### config.mk
export PLATFORM = sky130hd
export DESIGN_NAME = bus_rr_router
export DESIGN_NICKNAME = d
export VERILOG_FILES = /design/src/rtl/bus_rr_router_pkg.sv /design/src/rtl/bus_rr_router_rr_arbiter.sv /design/src/rtl/bus_rr_router.sv
export SDC_FILE = /design/constraint.sdc
export NUM_CORES = 1
export LEC_CHECK = 0
export ABC_AREA = 1
export CORE_MARGIN = 2
export CORE_UTILIZATION = 48
export DETAILED_ROUTE_END_ITERATION = 12
export GPL_TIMING_DRIVEN = 0
export PLACE_DENSITY = 0.81
export SLEW_MARGIN = 20
export SYNTH_ARGS = -nofsm -noshare
export SYNTH_HDL_FRONTEND = slang
export SYNTH_SLANG_ARGS = --single-unit
### constraint.sdc
create_clock -name clk -period 2.34 [get_ports clk]
set_input_delay 0.351 -clock clk [delete_from_list [all_inputs] [get_ports clk]]
set_output_delay 0.351 -clock clk [all_outputs]
set_load 0.02 [all_outputs]
### src/rtl/bus_rr_router_pkg.sv
// Shared types and helpers for the round-robin bus router and its arbiter.
package bus_rr_pkg;

    typedef enum logic [2:0] {
        IDLE,
        POP,
        ROUTE,
        SEND,
        DROP
    } state_e;

    // Index width for n ports; a single port still needs one bit.
    function automatic int unsigned src_width(input int unsigned n);
        return (n > 1) ? $clog2(n) : 1;
    endfunction

    // Destination ID is the top id_w bits of a pckg_sz-bit packet.
    function automatic logic [31:0] get_id(input logic [63:0] pkt,
                                           input int unsigned pckg_sz,
                                           input int unsigned id_w);
        return 32'((pkt >> (pckg_sz - id_w)) & ((64'd1 << id_w) - 64'd1));
    endfunction

    function automatic logic is_broadcast(input logic [31:0] id,
                                          input logic [31:0] bcast);
        return id == bcast;
    endfunction

endpackage

### src/rtl/bus_rr_router_rr_arbiter.sv
// Round-robin / fixed-priority grant selection; holds the last-grant pointer.
module rr_arbiter
    import bus_rr_pkg::*;
#(
    parameter int unsigned DRVRS = 4,
    parameter int unsigned SRC_W = src_width(DRVRS)
) (
    input  logic             clk,
    input  logic             reset,
    input  logic [DRVRS-1:0] req,
    input  logic             prio_mode,
    input  logic             en,
    output logic [SRC_W-1:0] gnt_idx,
    output logic             gnt_valid
);

    logic [SRC_W-1:0] r_ptr;
    int unsigned      w_idx;

    always_comb begin
        gnt_idx   = '0;
        gnt_valid = 1'b0;
        w_idx     = 0;
        if (prio_mode) begin
            for (int unsigned i = 0; i < DRVRS; i++) begin
                if (!gnt_valid && req[SRC_W'(i)]) begin
                    gnt_idx   = SRC_W'(i);
                    gnt_valid = 1'b1;
                end
            end
        end else begin
            // Search starts one past the last grant so it gets lowest priority.
            for (int unsigned i = 1; i <= DRVRS; i++) begin
                w_idx = (32'(r_ptr) + i) % DRVRS;
                if (!gnt_valid && req[SRC_W'(w_idx)]) begin
                    gnt_idx   = SRC_W'(w_idx);
                    gnt_valid = 1'b1;
                end
            end
        end
    end

    always_ff @(posedge clk or negedge reset) begin
        if (!reset) begin
            r_ptr <= SRC_W'(DRVRS - 1);
        end else if (en && gnt_valid) begin
            r_ptr <= gnt_idx;
        end
    end

endmodule

### src/rtl/bus_rr_router.sv
// Arbitrates driver FIFO heads onto one bus and routes each packet to a
// destination port or broadcasts it; undeliverable packets are counted.
module bus_rr_router
    import bus_rr_pkg::*;
#(
    parameter int unsigned     DRVRS     = 4,
    parameter int unsigned     PCKG_SZ   = 16,
    parameter int unsigned     ID_W      = 8,
    parameter logic [ID_W-1:0] BROADCAST = ID_W'(8'hFF),
    parameter int unsigned     CNT_W     = 8
) (
    input  logic                            clk,
    input  logic                            reset,
    input  logic                            prio_mode,
    input  logic [DRVRS-1:0]                pndng,
    input  logic [DRVRS-1:0][PCKG_SZ-1:0]   D_pop,
    output logic [DRVRS-1:0]                pop,
    input  logic [DRVRS-1:0]                full,
    output logic [DRVRS-1:0]                push,
    output logic [DRVRS-1:0][PCKG_SZ-1:0]   D_push,
    output logic                            busy,
    output logic [CNT_W-1:0]                drop_cnt
);

    localparam int unsigned SRC_W = src_width(DRVRS);

    state_e                        r_state, w_next;
    logic [DRVRS-1:0]              r_pop, w_pop;
    logic [DRVRS-1:0]              r_push, w_push;
    logic [DRVRS-1:0]              r_mask, w_mask;
    logic [DRVRS-1:0][PCKG_SZ-1:0] r_dpush;
    logic [PCKG_SZ-1:0]            r_pkt;
    logic [SRC_W-1:0]              r_gnt, r_src;
    logic [SRC_W-1:0]              w_gnt_idx;
    logic                          w_gnt_valid, w_arb_en;
    logic [ID_W-1:0]               w_dst;
    logic [CNT_W-1:0]              r_cnt;
    logic                          r_busy;

    rr_arbiter #(
        .DRVRS (DRVRS),
        .SRC_W (SRC_W)
    ) u_arb (
        .clk       (clk),
        .reset     (reset),
        .req       (pndng),
        .prio_mode (prio_mode),
        .en        (w_arb_en),
        .gnt_idx   (w_gnt_idx),
        .gnt_valid (w_gnt_valid)
    );

    assign w_dst = ID_W'(get_id(64'(r_pkt), PCKG_SZ, ID_W));

    // push is registered, so the full check runs one cycle ahead of the
    // visible strobe: ROUTE issues it directly when targets are free, SEND
    // otherwise retries every cycle and leaves once the strobe has gone out.
    always_comb begin
        w_next   = r_state;
        w_pop    = '0;
        w_push   = '0;
        w_mask   = r_mask;
        w_arb_en = 1'b0;
        case (r_state)
            IDLE: begin
                if (w_gnt_valid) begin
                    w_arb_en         = 1'b1;
                    w_pop[w_gnt_idx] = 1'b1;
                    w_next           = POP;
                end
            end
            POP: w_next = ROUTE;
            ROUTE: begin
                w_mask = '0;
                if (is_broadcast(32'(w_dst), 32'(BROADCAST))) begin
                    w_mask        = '1;
                    w_mask[r_src] = 1'b0;
                end else if (32'(w_dst) < DRVRS && 32'(w_dst) != 32'(r_src)) begin
                    w_mask[SRC_W'(w_dst)] = 1'b1;
                end
                if (w_mask == '0) begin
                    w_next = DROP;
                end else begin
                    w_next = SEND;
                    if ((full & w_mask) == '0) w_push = w_mask;
                end
            end
            SEND: begin
                if (r_push != '0) begin
                    w_next = IDLE;
                end else if ((full & r_mask) == '0) begin
                    w_push = r_mask;
                end
            end
            DROP:    w_next = IDLE;
            default: w_next = IDLE;
        endcase
    end

    always_ff @(posedge clk or negedge reset) begin
        if (!reset) begin
            r_state <= IDLE;
            r_pop   <= '0;
            r_push  <= '0;
            r_mask  <= '0;
            r_dpush <= '0;
            r_pkt   <= '0;
            r_gnt   <= '0;
            r_src   <= '0;
            r_cnt   <= '0;
            r_busy  <= 1'b0;
        end else begin
            r_state <= w_next;
            r_pop   <= w_pop;
            r_push  <= w_push;
            r_mask  <= w_mask;
            r_busy  <= (w_next != IDLE);
            if (r_state == IDLE && w_gnt_valid) r_gnt <= w_gnt_idx;
            if (r_state == POP) begin
                r_pkt <= D_pop[r_gnt];
                r_src <= r_gnt;
            end
            for (int unsigned t = 0; t < DRVRS; t++) begin
                if (w_push[t]) r_dpush[t] <= r_pkt;
            end
            if (r_state == DROP && r_cnt != '1) r_cnt <= r_cnt + CNT_W'(1);
        end
    end

    assign pop      = r_pop;
    assign push     = r_push;
    assign D_push   = r_dpush;
    assign busy     = r_busy;
    assign drop_cnt = r_cnt;

endmodule

---- Yosys cells after proc, flatten, opt, wreduce, memory -nomap -nowiden ----
Index checks and enable logic that the tools add are counted.
storage, ports and cells
  register bits ........................... 110
  input bits .............................. 75
  output and inout port bits .............. 81
  logic and storage cells ................. 121
cells by class
  add/subtract/negate cells ............... 5
  $lt $le $gt $ge ......................... 12
  equality and inequality tests ........... 7
  mux-type cells .......................... 55
  bitwise gates (word level) .............. 3
  reduce and logical (&&, ||, !) cells .... 25
operators by type and width
  cell                                                        count
  2-to-1 mux 4 bit                                            9
  binary-select mux 16 bit (select 2 bit)                     1
  2-to-1 mux 1 bit                                            25
  less-than comparator 2 x 3 -> 1 bit, second input constant  8
  2-to-1 mux 16 bit                                           1
  2-to-1 mux 2 bit                                            7
  logical AND 1 bit                                           13
  logical NOT 4 bit                                           3
  one-hot mux 3 bit (4 select lines)                          1
  2-to-1 mux 3 bit                                            3
  adder 8 x 1 -> 8 bit, second input constant                 1
  AND 4 bit                                                   2
  binary-select mux 1 bit (select 2 bit)                      4
  equality test 8 bit, second input constant                  1
  less-than comparator 8 x 3 -> 1 bit, second input constant  1
  != test 8 x 2 -> 1 bit                                      1
  != test 8 bit, second input constant                        1
  one-hot mux 4 bit (2 select lines)                          1
  demux 1 bit (select 2 bit)                                  3
  equality test 3 x 2 -> 1 bit, second input constant         2
  >= comparator 2 x 1 -> 1 bit, second input constant         3
  logical NOT 1 bit                                           6
  adder 2 x 1 -> 2 bit, second input constant                 2
  adder 2 bit, second input constant                          2
  6 further kinds                                             6

---- Logic depth before layout (Yosys ltp) ----
Gate-level depths: netlist of the first run.
  depth after elaboration ................. 23
  gate-level depth with buffers ........... 15
  mapped depth without buffers ............ 13

---- Hierarchy ----
From an unflattened synthesis of the first run, not the netlist that was laid out.
unflattened totals
  cell total of the unflattened synthesis .. 668
  area, all modules ....................... 5411.4 µm²
modules (own cells, without submodules)
  module         times used  cells each  area an instance (µm²)  seq. area each (µm²)
  bus_rr_router  1           591         4968.5                  2702.6
  rr_arbiter     1           77          442.9                   52.6

---- Worst setup path before layout of the first run ----
OpenSTA, ideal clock, no wires.
  path type ............................... register -> register
  start point ............................. reg r_push[3], in the netlist push[3]
  end point ............................... reg r_dpush (netlist bit D_push[29])
  setup time .............................. 0.117 ns
  arrival ................................. 1.605 ns
  required time ........................... 2.223 ns
  slack ................................... 0.619 ns
  stages on the path, launching flop included .. 8
  path buffers ............................ 1
  period minus slack after synthesis ...... 1.721 ns
  cells stage by stage .................... dfrtp_1 -> nor4_1 -> nand2_1 -> a211oi_4 -> nand2_2 -> buf_2 -> nand3_1 -> nand2_1
between the ends
  longest elaborated chain between the ends .. 3
RTL lines
  item                                RTL line              text
  start, declared                     bus_rr_router.sv:29   logic [DRVRS-1:0] r_push, w_push;
  start signal, assigned              bus_rr_router.sv:115  r_push <= w_push;
  nonzero test 4 bit                  bus_rr_router.sv:89   if (r_push != '0) begin
  2-to-1 mux 4 bit                    bus_rr_router.sv:89
  one-hot mux 4 bit (2 select lines)  bus_rr_router.sv:64   case (r_state)
  end signal, assigned by index       bus_rr_router.sv:124  if (w_push[t]) r_dpush[t] <= r_pkt;
  end, declared                       bus_rr_router.sv:31   logic [DRVRS-1:0][PCKG_SZ-1:0] r_dpush;
Every way passes these cells.
A chain may end at the register's enable or synchronous reset.

---- Worst setup path in the final report of the first run ----
  start point ............................. reg r_pkt[10]
  end point ............................... reg r_dpush (netlist bit D_push[61])
between the ends
  longest elaborated chain between the ends .. 10
  elaborated cells on any way between the ends .. 13
  those cells by class .................... 1 x order compare; 2 x eq/ne; 6 x mux; 1 x bitwise; 3 x reduce/logical
RTL lines
  item                                                                                  RTL line              text
  start, declared                                                                       bus_rr_router.sv:32   logic [PCKG_SZ-1:0] r_pkt;
  start signal, assigned                                                                bus_rr_router.sv:120  r_pkt <= D_pop[r_gnt];
  less-than comparator 8 x 3 -> 1 bit / != test 8 x 2 -> 1 bit (equally long branches)  bus_rr_router.sv:78   end else if (32'(w_dst) < DRVRS && 32'(w_dst) != 32'(r_src)) begin
  logical AND 1 bit                                                                     bus_rr_router.sv:78
  2-to-1 mux 4 bit                                                                      bus_rr_router.sv:78
  2-to-1 mux 4 bit (*)                                                                  bus_rr_router.sv:75   if (is_broadcast(32'(w_dst), 32'(BROADCAST))) begin
  2-to-1 mux 4 bit (*)                                                                  bus_rr_router.sv:64
  AND 4 bit                                                                             bus_rr_router.sv:85   if ((full & w_mask) == '0) w_push = w_mask;
  logical NOT 4 bit                                                                     bus_rr_router.sv:85
  2-to-1 mux 4 bit                                                                      bus_rr_router.sv:85
  2-to-1 mux 4 bit (*)                                                                  bus_rr_router.sv:81   if (w_mask == '0) begin
  one-hot mux 4 bit (2 select lines) (*)                                                bus_rr_router.sv:64
  named net w_push[3]                                                                   bus_rr_router.sv:29
The timed path passes the listed nets; every way through them passes the cells marked *. The select of a mux whose other input is x is not followed.

==> results.md, run 1 <==
| Item | Reported |
| --- | --- |
| Total inserted antenna cells | 0 |
| Total half-perimeter wirelength after legalization and detailed placement | 11300 um |
| Power per cell area | 1100 nW/um2 |
| Fin. max-slew vios | 0 |
| Synth async-reset ratio | 100% |
| Detailed Routing Iterations Pass 1 | 5 |
| Cell area after synthesis | 5300 um2 |
| FILL cells | 880 |
| Clock tree buffer depth | 2 |
| Placed instance count | 956 |
| Critical path fanouts, max | 10 |
| Final Wtd Congestion | 0.869 |
| Setup CP Type | register to register |
| Number of antenna violations at the first check in global routing | 0 |
| Average cell area after synthesis | 8.03 um2 |
| Timing endpoint of the critical path | D_push[61] |
| Worst r2r dst | D_push[61] |
| Maximum resistive drop on vdd | 582 uV |
| Dpl cell area | 7060 um2 |
| DR WL/cell | 15.6 um |
| Effective utilization at floorplan | 49.1% |
| Overall die width | 109 um |
| Sequential share of the synthesized area | 52.0% |
| Synth warnings | 0 |
| WL final | 15100 um |
| # clock sinks | 110 |
| Post-route non-filler standard cell count | 973 |
| Wire length of the first global-routing pass | 24100 um |
| EDFF count, synth | 0 |
| Ports | 156 |
| Endpoint class of the critical path | register |
| Max Clock Skew | 0.0140 ns |
| Clock-pin slew on the worst setup and hold paths | 0.11 ns |
| Max transition margin | 60.8% |
| Synthesis-stage register bit count | 110 |
| Max Freq | 467 MHz |
| PostCTS Resize Cnt | 0 |
| Core region area | 10800 um2 |
| Critical Path Source Type | register |
| Clock Latency Late Sink | 0.38 ns |
| Vias per cell | 5.35 |
| Result of the run | complete, no violations |
| CP Launch Point | r_pkt[10] |
| Data required time of the critical path | 2.62 ns |
| Final Cell Area | 7250 um2 |
| Detailed-route via count | 5206 |
| Number of maximum-capacitance constraint violations | 0 |
| Final clock period utilization by the worst path | 91.4% |
| Core utilization of the finished layout | 67.2% |
| Endpoints failing hold | 0 |
| Placement row count | 38 |
| Gate Count Post-Synth | 660 |
| Number of unique standard cell types used by synthesis | 31 |
| Post-route minimum period | 2.14 ns |
| Chip height | 109 um |
| Path type of the worst min-delay path | input port to async pin |
| Primary FF master, synth | dfrtp_1 |
| Maximum number of pins on one net before global-route repair | 87 |
| Unrepaired setup endpoints after global routing | false |
| CP arrival | 2.42 ns |
| RR Startpoint | r_pkt[10] |
| Cell at the root of the clock tree | clkbuf_8 |
| Share of cells above drive strength 1 | 7.20% |
| Post-route ant nets | 0 |
| Leak pwr | 3.57 nW |
| GRT Overall Usage | 26.3% |
| Transition at the pin with the smallest max-transition slack | 0.583 ns |
| Net count after synthesis | 736 |
| H-tree level count | 3 |
| Number of violations reported at the end of detailed-routing iteration 0 | 435 |
| CTS tree | done |
| Nets | 904 |
| Post-route total power | 7.97 mW |
| Die Outline Area | 11900 um2 |
| R2r worst-path depth | 12 |
| Total of buffers placed on input and output ports | 155 |
| Vias in the first global route | 5004 |
| Total overflow reported by the global router | 0 |
| Number of buffers created by CTS | 9 |
| Total of endpoints with negative setup slack in the final report | 0 |
| Final routed DRC violation total | 0 |
| Reg-to-reg setup timing slack | 0.20 ns |
| Area added between synthesis and finish | 36.7% |
routing by layer:
layer	global-route usage, %	vias to the layer above	routed length, um
li1	-	2480	-
met1	34.4	2450	6230
met2	43.8	248	7270
met3	3.95	28	1240
met4	11.0	0	392
met5	0	-	0
registers in the layout (all words and copies together), names as in the netlist:
| signal | flops |
|---|---|
| u_arb.r_ptr | 2 |
| drop_cnt | 8 |
| r_mask | 4 |
| r_pkt | 16 |
| push | 4 |
| r_src | 2 |
| busy | 1 |
| D_push | 64 |
| r_gnt | 2 |
| r_state | 3 |
| pop | 4 |
final cells by class:
cell class / count / area (um2) / area share, %
Buffer: 28 / 164 / 2.26
Inverter: 32 / 120 / 1.66
Multi-Input combinational cell: 490 / 2260 / 31.2
Timing Repair Buffer: 157 / 1590 / 21.9
Clock buffer: 9 / 124 / 1.71
Clock inverter: 7 / 57.6 / 0.794
Sequential cell: 110 / 2760 / 38.0
Tap cell: 140 / 175 / 2.42
how the worst min path moves through the flow:
| stage | depth (start not counted) | to | slack, ns |
|---|---|---|---|
| 3_5_place_dp | 1 | D_push[28] | 0.22 |
| 3_3_place_gp | 1 | drop_cnt[4] | 0.49 |
| 5_1_grt | 2 | D_push[44] | 0.41 |
| 6_report | 2 | D_push[28] | 0.39 |
| 2_1_floorplan | 0 | D_push[0] | 0.06 |
| 4_1_cts | 2 | D_push[28] | 0.38 |
cells in the mapped netlist (3+ instances only):
cell type  instances  area (um2)
buf_2              5        25.0
inv_1             28         105
nor2_2             3        18.8
nand4_1            4        25.0
nor2_1            48         180
buf_6              4        45.0
o22ai_1           16         100
clkbuf_1          13        48.8
inv_2              4        15.0
o21ai_0           46         230
nand2_1          247         927
buf_4              6        45.0
dfrtp_1          108        2700
xnor2_1            7        61.3
nand3_1           83         415
nand2_4            8        90.1
nand2_2            7        43.8
o211ai_1           4        30.0
nor3_1             4        20.0
worst max-delay path: stages, from the launching register on:
cell and delay (ns):
dfrtp_1 0.55, or2_1 0.30, nor2_2 0.19, nand3_1 0.09, nand2_1 0.14, nand2_1 0.08, nand2_2 0.12, nor2_8 0.06
nand2_4 0.12, nand2_4 0.11, buf_6 0.17, nand2_1 0.06, nand2_1 0.05
through the flow:
stage	hold slack [ns]	setup WS, ns	setup TNS (ns)
finish	0.392	0.201	0
global route	0.409	0.0912	0
CTS	0.379	0.211	0
detailed placement	0.218	0.188	0
global placement	0.489	-2.99	-325.25
floorplan	0.0554	0.619	0
power by group:
part	leakage [nW]	internal [mW]	switching [mW]	total, mW
Sequential	1.47	2.52	0.618	3.14
Combinational	2.00	1.56	2.19	3.75
Clock	0.0934	0.405	0.673	1.08
Total	3.57	4.49	3.48	7.97
logic make-up after synthesis:
group	count (synthesis)	synth area share, %
buffers and inverters	60	5.36
DFF	110	52.0
adders and majority gates	1	0.236
AOI/OAI and AO/OA	69	7.39
xor gates and xnor gates	9	1.49
and+or+nand+nor	411	33.6
what timing repair did:
item,in CTS,in global routing
hold buffers,1,0
buffers inserted,0,0
endpoints found under the hold margin,24,0
placed cells by master, fill, tap and decap left out, types with 4 or more instances in the layout:
cell type	count
buf_2	5
buf_4	6
buf_6	5
clkbuf_1	13
clkbuf_8	9
clkdlybuf4s50_1	154
dfrtp_1	108
inv_1	28
inv_2	4
nand2_1	247
nand2_2	7
nand2_4	8
nand3_1	83
nand4_1	4
nor2_1	48
nor3_1	4
o211ai_1	4
o21ai_0	46
o22ai_1	16
xnor2_1	7
Note: power is estimated with default switching activity, not from simulation.
==> run 2: changes to the inputs <==
- CORE_MARGIN: 2 -> default
==> run 2 against run 1 <==
Compared with the run above: combinational power barely moved; clock skew fell by 0.0019 ns; critical path depth did not move; register-to-register slack improved by 0.04 ns; final area rose by 0.47%; clock power rose by 15%.
==> results.md, run 2 (synthesis gave the netlist of run 1 again) <==
| Item | Reported | vs previous |
| --- | --- | --- |
| PostCTS Resize Cnt | 0 | unchanged |
| Critical path's largest stage delay | 0.53 ns | -0.02 ns |
| Critical path fanouts, max | 10 | unchanged |
| Clock-pin slew on the worst setup and hold paths | 0.10 ns | about the same |
| Maximum resistive drop on vdd | 475 uV | -18% |
| Unrepaired setup endpoints after global routing | false |  |
| Final clock period utilization by the worst path | 89.5% | -1.9 points |
| Flip-flop count of the largest register after layout | 64 | unchanged |
| CTS tree | done |  |
| Setup CP Type | register to register |  |
| Post-route minimum period | 2.10 ns | -0.0444 ns |
| Path type of the worst min-delay path | input port to async pin |  |
| Placed instance count | 956 | unchanged |
| Nets | 904 | unchanged |
| WL final | 15200 um | +0.48% |
| Area added between synthesis and finish | 37.4% |  |
| Detailed-route via count | 5139 | -1.3% |
| Wire length of the first global-routing pass | 24000 um | -0.40% |
| Max Clock Skew | 0.0121 ns | -0.00193 ns |
| Ports | 156 | unchanged |
| Final Cell Area | 7280 um2 | +0.47% |
| Detailed Routing Iterations Pass 1 | 6 | +1 |
| Overall die width | 107 um | -1.8% |
| Post-route non-filler standard cell count | 973 | unchanged |
| Leak pwr | 3.57 nW | +0.18% |
| Vias per cell | 5.28 | -1.3% |
| GRT Overall Usage | 27.4% | +1.1 points |
| Die Outline Area | 11500 um2 | -3.6% |
| Commonest non-fill, non-tap cells in the layout | nand2_1, clkdlybuf4s50_1, dfrtp_1, nand3_1, nor2_1 |  |
| Max Freq | 477 MHz | +2.1% |
| Clock tree buffer depth | 2 | unchanged |
| Worst-path cell with the longest stage delay | dfrtp_1 |  |
| Total half-perimeter wirelength after legalization and detailed placement | 11600 um | +2.4% |
| CP arrival | 2.36 ns | -0.06 ns |
| Share of cells above drive strength 1 | 6.96% | -0.24 points |
| Fin. max-slew vios | 0 | unchanged |
| Number of maximum-capacitance constraint violations | 0 | unchanged |
| Leading cell type in the layout, fill and taps excluded | nand2_1 |  |
| Total overflow reported by the global router | 0 | unchanged |
| Post-route ant nets | 0 | unchanged |
| CP cell instances | or2_1 -> nor2_2 -> nand3b_1 -> nand2_1 -> nand2_1 -> nand2_2 -> nor2_8 -> nand2_4 -> nand2_4 -> buf_6 -> nand2_1 -> nand2_1 |  |
| FILL cells | 897 | +1.9% |
| Core region area | 10800 um2 | unchanged |
| Power per cell area | 1120 nW/um2 | +1.8% |
| Total of endpoints with negative setup slack in the final report | 0 | unchanged |
| Critical Path Source Type | register |  |
| Max transition margin | 60.7% | -0.14 points |
| Final routed DRC violation total | 0 | unchanged |
| Chip height | 107 um | -1.8% |
| Total inserted antenna cells | 0 | unchanged |
| Effective utilization at floorplan | 49.1% | unchanged |
| Dpl cell area | 7060 um2 | unchanged |
| Maximum number of pins on one net before global-route repair | 71 | -18% |
| Total of buffers placed on input and output ports | 155 | unchanged |
| Clock Latency Late Sink | 0.38 ns | about the same |
| DR WL/cell | 15.6 um | +0.48% |
| Result of the run | complete, no violations |  |
| Placement row count | 38 | unchanged |
| Cell at the root of the clock tree | clkbuf_8 |  |
| Number of buffers created by CTS | 9 | unchanged |
| Number of violations reported at the end of detailed-routing iteration 0 | 395 | -9.2% |
| Crit path top cell by count | nand2_1 |  |
| Vias in the first global route | 4951 | -1.1% |
| Number of antenna violations at the first check in global routing | 0 | unchanged |
| Endpoint class of the critical path | register |  |
| Data required time of the critical path | 2.61 ns | about the same |
| H-tree level count | 3 | unchanged |
| R2r worst-path depth | 12 | unchanged |
| Endpoints failing hold | 0 | unchanged |
| # clock sinks | 110 | unchanged |
| Transition at the pin with the smallest max-transition slack | 0.585 ns | +0.00208 ns |
| Final Wtd Congestion | 0.911 | +4.9% |
==> run 2: changes by cell type in the layout (fill, tap and decap cells not counted), sizes merged <==
cell      delta
bufinv       +2
clkinv       -2
inv          -3
clkinvlp     +1
clkbuf       +2
==> run 2: what timing repair did <==
item | in CTS | in global routing
hold buffers | 1 | 0
setup buffers | 0 | 0
hold endpoints to repair | 40 | 0
==> run 2: cell type report <==
class                   instances  area (um2)  area share (%)
clock inverters                 5        83.8            1.15
multi-input cells             490        2260            31.1
inverters                      32         120            1.65
well taps                     140         175            2.41
clock buffers                  11         131            1.80
plain buffers                  28         164            2.25
repair buffers                157        1590            21.8
flip-flops and latches        110        2760            37.8
==> run 2: worst max-delay path: cells and delay by family, from the launching register on <==
kind	cells	cell delay (ns)
buffers and inverters	1	0.16
and+or+nand+nor	11	1.30
DFF	1	0.53
==> run 2: through the flow <==
step           worst slack, ns  TNS (ns)  utilization [%]  total power, mW  hold slack [ns]
3_3_place_gp             -3.00   -326.42             65.1             6.78            0.486
2_1_floorplan            0.619         0                -             5.22           0.0554
4_1_cts                  0.278         0             67.5             8.16            0.442
6_report                 0.245         0             67.5             8.15            0.442
5_1_grt                 0.0700         0             67.5             8.69            0.455
3_5_place_dp             0.147         0             65.4             6.91            0.291
==> run 2: power breakdown <==
| group | total [mW] | switching [mW] | internal, mW | leakage [nW] |
|---|---|---|---|---|
| clock | 1.24 | 0.636 | 0.606 | 0.0998 |
| combinational | 3.76 | 2.20 | 1.56 | 2.00 |
| sequential | 3.15 | 0.625 | 2.52 | 1.47 |
| total | 8.15 | 3.46 | 4.69 | 3.57 |
==> run 2: per-layer routing <==
| metal | vias to the layer above | GRT usage (%) | share of wire [%] |
|---|---|---|---|
| met1 | 2395 | 35.1 | 41 |
| met3 | 33 | 4.32 | 7.2 |
| met2 | 240 | 46.2 | 49 |
| li1 | 2471 | - | - |
| met4 | 0 | 11.7 | 2.9 |
| met5 | - | 0 | 0 |
==> run 2: path summary, 6_finish.rpt <==
kind / startpoint / endpoint / slack (ns)
max in group asynchronous: reset / u_arb.r_ptr[0] / 1.19
worst min register to register: drop_cnt[7] / drop_cnt[7] / 0.52
worst max-delay path: r_pkt[10] / D_push[62] / 0.24
min in group clk: drop_cnt[7] / drop_cnt[7] / 0.52
worst max register to register: r_pkt[10] / D_push[62] / 0.24
worst min-delay path: reset / D_push[24] / 0.44
